===== config.mk =====
export PLATFORM = sky130hd
export DESIGN_NAME = vga_sync_gen
export DESIGN_NICKNAME = d
export VERILOG_FILES = /design/src/rtl/vga_pkg.sv /design/src/rtl/vga_sync_gen.sv
export SDC_FILE = /design/constraint.sdc
export NUM_CORES = 1
export LEC_CHECK = 0
export BUFFER_PORTS_ARGS = -buffer_cell sky130_fd_sc_hd__buf_4
export CORE_MARGIN = 2
export CORE_UTILIZATION = 47
export DETAILED_ROUTE_END_ITERATION = 10
export GPL_ROUTABILITY_DRIVEN = 0
export PLACE_DENSITY_LB_ADDON = 0.2
export REMOVE_ABC_BUFFERS = 1
export SYNTH_ARGS = -nofsm -noshare
export SYNTH_HDL_FRONTEND = slang
export SYNTH_SLANG_ARGS = --single-unit

===== constraint.sdc =====
create_clock -name clk -period 2 [get_ports clk]
set_input_delay 0.4 -clock clk [delete_from_list [all_inputs] [get_ports clk]]
set_output_delay 0.4 -clock clk [all_outputs]
set_load 0.005 [all_outputs]

===== src/rtl/vga_pkg.sv =====
// Shared VGA timing constants, colour types and the test-pattern palette.
package vga_pkg;

  localparam int H_VIS_DEF = 640;
  localparam int H_FP      = 16;
  localparam int H_SYNC    = 96;
  localparam int H_BP      = 48;
  localparam int H_TOTAL   = H_VIS_DEF + H_FP + H_SYNC + H_BP;

  localparam int V_VIS_DEF = 480;
  localparam int V_FP      = 10;
  localparam int V_SYNC    = 2;
  localparam int V_BP      = 33;
  localparam int V_TOTAL   = V_VIS_DEF + V_FP + V_SYNC + V_BP;

  typedef struct packed {
    logic [7:0] r;
    logic [7:0] g;
    logic [7:0] b;
  } rgb24_t;

  typedef enum logic [1:0] {Q0, Q1, Q2, Q3} quad_t;

  // Index order: black, red, green, blue, yellow, cyan, magenta, white
  localparam rgb24_t PALETTE [8] = '{
    '{r: 8'h00, g: 8'h00, b: 8'h00},
    '{r: 8'hFF, g: 8'h00, b: 8'h00},
    '{r: 8'h00, g: 8'hFF, b: 8'h00},
    '{r: 8'h00, g: 8'h00, b: 8'hFF},
    '{r: 8'hFF, g: 8'hFF, b: 8'h00},
    '{r: 8'h00, g: 8'hFF, b: 8'hFF},
    '{r: 8'hFF, g: 8'h00, b: 8'hFF},
    '{r: 8'hFF, g: 8'hFF, b: 8'hFF}
  };

  localparam logic [3:0][2:0] PAL_DEFAULT = {3'd3, 3'd2, 3'd1, 3'd0};

endpackage


===== src/rtl/vga_sync_gen.sv =====
// Pixel-enable divider, h/v counters and registered hsync/vsync/n_blanc.
module vga_sync_gen
  import vga_pkg::*;
#(
  parameter int H_VIS = H_VIS_DEF,
  parameter int V_VIS = V_VIS_DEF
) (
  input  logic       clk,
  input  logic       reset,
  output logic       pix_en,
  output logic [9:0] x,
  output logic [9:0] y,
  output logic       active,
  output logic       frame_end,
  output logic       hsync,
  output logic       vsync,
  output logic       n_blanc
);

  localparam logic [9:0] H_LAST       = 10'(H_TOTAL - H_VIS_DEF + H_VIS - 1);
  localparam logic [9:0] H_SYNC_START = 10'(H_VIS + H_FP);
  localparam logic [9:0] H_SYNC_END   = 10'(H_VIS + H_FP + H_SYNC);
  localparam logic [9:0] V_LAST       = 10'(V_TOTAL - V_VIS_DEF + V_VIS - 1);
  localparam logic [9:0] V_SYNC_START = 10'(V_VIS + V_FP);
  localparam logic [9:0] V_SYNC_END   = 10'(V_VIS + V_FP + V_SYNC);

  logic       pix_q   = 1'b0;
  logic [9:0] hcount  = '0;
  logic [9:0] vcount  = '0;
  logic       hs_q    = 1'b0;
  logic       vs_q    = 1'b0;
  logic       blank_q = 1'b0;

  assign active    = (hcount < 10'(H_VIS)) && (vcount < 10'(V_VIS));
  assign frame_end = pix_q && (hcount == '0) && (vcount == 10'(V_VIS));

  // Sync/blank are sampled from the counters every clk so they line up with the rgb register
  always_ff @(posedge clk) begin
    if (reset) begin
      pix_q   <= 1'b0;
      hcount  <= '0;
      vcount  <= '0;
      hs_q    <= 1'b1;
      vs_q    <= 1'b1;
      blank_q <= 1'b0;
    end else begin
      pix_q <= ~pix_q;
      if (pix_q) begin
        if (hcount == H_LAST) begin
          hcount <= '0;
          vcount <= (vcount == V_LAST) ? '0 : vcount + 10'd1;
        end else begin
          hcount <= hcount + 10'd1;
        end
      end
      hs_q    <= !((hcount >= H_SYNC_START) && (hcount < H_SYNC_END));
      vs_q    <= !((vcount >= V_SYNC_START) && (vcount < V_SYNC_END));
      blank_q <= active;
    end
  end

  assign pix_en  = pix_q;
  assign x       = hcount;
  assign y       = vcount;
  assign hsync   = hs_q;
  assign vsync   = vs_q;
  assign n_blanc = blank_q;

endmodule


==> impl_metrics.ini <==
[run_status]
status = complete, no violations

[synth]
synth_area_per_cell_um2 = 8.321
synth-compound-area-share_pct = 7.003
synth_top_area_share_pct = 39.55
synthSimpleGateAreaFrac_pct = 33.47
synth_seq_cells = 24
synthAdderAreaFrac_pct = 4.119
synth_warnings = 0
yosysTopAreaCell = dfxtp_1
synth_top_family_by_area = simple AND/OR/NAND/NOR gates
synthTopCellsByArea = dfxtp_1 40%, nand4_1 5.1%, xnor2_1 5.0%, nand3_1 4.9%, nor2_1 4.9%
netlist_instances = 146
yosysSeqAreaShare_pct = 39.55
synth.distinct_cells = 32
muxShareOfSynthArea_pct = 1.648
netlist_area_um2 = 1215
synth_xor_area_share_pct = 7.930

[die]
rows = 18
die_w_um = 54.84
core_area_um2 = 2455
dieHeight_um = 54.84
dieArea_um2 = 3007
pin_count = 28
start_util_pct = 49.49

[finish]
regArea_um2 = 485.5
antenna_cells = 0
syn2layout_area_growth_pct = 30.59
layout.cells.non_filler = 214
final_nets = 191
postLayoutCoreUtil_pct = 64.63
drive_above_1_share_pct = 32.07
multi_input_area_um2 = 678.2
nFillCells = 224

[drt]
finalWirelength_mm = 2.971
vias = 1194
drtIter0Drc = 26
ant_nets = 0
routedWlPerCell_um = 13.88
first_pass_iters = 4
drc = 0
vias_per_cell = 5.579

[setup_path]
worstPathRequired_ns = 1.60
rr_startpoint = x[0]
worstSetupStartpointType = flip-flop
r2r_end = y[8]
r2r_slack_ns = 0.09
worstSetupPathType = flip-flop to output port
critical_path.startpoint = x[5]
end_kind = output port
crit_path_max_fanout = 8
reg2regPathDepth = 6
cp_slowest_cell = or3_4
path_cells = or3_4 -> nor4_2 -> and3_1 -> buf_4
endpoint = frame_end
worst-endpoint-arrival_ns = 1.53
cp_slowest_stage_delay_ns = 0.44

[sta]
slew_headroom_pct = 63.23
finalCritPeriodShare_pct = 96.31
fin_ws_ns = 0.07380
setup_viol = 0
skew_ns = 0.002939
finalHoldViolCount = 0
slew_violations = 0
tightest_slew_ns = 0.5469
fin_crit_ns = 1.926
fmax_mhz = 519.2
rsz0062_at_grt = false
tns_ns = 0

[global_route]
grt_pass1_wl_mm = 4.726
first_global_vias = 1068
grt_max_degree = 14
antenna_found_initial = 0
grt.total_usage_pct = 21.92
overflow = 0

[power_and_ir_drop]
ir_drop_uv = 325.7
p_leak_nw = 0.6248
p_per_area_nw_per_um2 = 513.2

[min_path]
min_path_type = primary input to flip-flop

[cts]
cts_buffers = 3
ctsRootBufferMaster = clkbuf_4
cts.clk_slew.worst_paths_ns = 0.13
clkLatencyLatePin_ns = 0.32
htree_levels = 1
cts_sinks = 24
clock_path_buffers = 2
cts_tree = yes

[place]
dp_cells = 208
hpwl_mm = 2.203
pre_cts_slack_ns = 0.06781
io_buffers = 27

[run]
cap_violations = 0
worst min-delay path by stage:
stage           from  depth (start not counted)  slack [ns]  endpoint
6_report       reset                          2        0.33    pix_en
5_1_grt        reset                          2        0.34      x[4]
3_5_place_dp    y[1]                          1        0.51     vsync
2_1_floorplan   y[1]                          1        0.45     vsync
3_3_place_gp    y[1]                          1        0.49     vsync
4_1_cts        reset                          2        0.31    pix_en
cells by family (layout without fill, tap and decap cells):
logic type | after synthesis | after routing
simple gates | 74 | 74
buf+inv | 16 | 54
compound gates | 15 | 15
xor+xnor | 11 | 11
fa+ha+maj | 4 | 4
mux | 2 | 2
flops | 24 | 24
power by group:
group,internal (mW),total (mW),switching [mW],leakage (nW)
combinational,0.0290,0.0563,0.0272,0.407
clock,0.111,0.263,0.152,0.0210
sequential,0.486,0.495,0.00887,0.197
state kept, by name, indices dropped and copies added (netlist names):
name and count:
pix_en 1, n_blanc 1, hsync 1, x 10, y 10, vsync 1
layer usage:
metal  GRT usage (%)  routed length [um]
met1           28.76                1348
met2           36.31                1430
met3           2.459                 153
met4           8.750                  38
met5               0                   0
cell usage after synthesis (all sizes together):
cell type,count
o211a,1
clkbuf,7
or4,2
o311ai,1
and3,5
nand2,8
nor3b,1
and4,1
xor2,4
nor4b,2
mux2i,2
nand3b,1
nor4,5
nor3,5
a31oi,1
ha,4
and2,1
nand3,12
nand2b,1
nor2,16
dfxtp,24
buf,2
xnor2,7
a21oi,8
o21ai,4
nand4,10
inv,7
or3,4
cell usage in the layout (no fill, tap or decap), drive strengths merged:
cell	Yosys	routed
nor4	5	5
nand3	12	12
and3	5	5
xnor2	7	7
and2	1	1
dfxtp	24	24
buf	2	43
o21ai	4	4
nand3b	1	1
o311ai	1	1
nand2b	1	1
inv	7	7
nor3	5	5
nor3b	1	1
o211a	1	1
nor4b	2	2
and4	1	1
nor2	16	16
a21oi	8	8
clkbuf	7	4
a31oi	1	1
or3	4	4
xor2	4	4
mux2i	2	2
or4	2	2
nand4	10	10
ha	4	4
nand2	8	8
repair_timing:
action | CTS | global route
setup endpoints to repair | 1 | 6
resized for setup | 2 | 6
hold buffers | 0 | 0
hold endpoints to repair | 0 | 0
pin swaps | 0 | 2
buffers inserted | 0 | 2
final cells by class:
class / count / area share (%)
Multi-Input combinational cell: 106 / 42.74
Sequential cell: 24 / 30.60
Timing Repair Buffer: 43 / 20.35
Tap cell: 30 / 2.366
Clock buffer: 4 / 2.287
Inverter: 7 / 1.656
critical path: cells and delay by family (launching register included):
family | cells | cell delay (ns)
flip-flops | 1 | 0.34
AND/OR/NAND/NOR | 3 | 0.76
buffers and inverters | 1 | 0.11
through the flow:
stage	hold slack, ns	instance area (um2)	power, mW
after floorplan	0.4513	1165	0.5283
after global placement	0.4912	1510	0.5604
after detailed placement	0.5082	1510	0.5615
after CTS	0.3111	1558	0.8266
after global routing	0.3365	1587	0.8456
final	0.3253	1587	0.8142
Power figures use the tool's default switching activity.
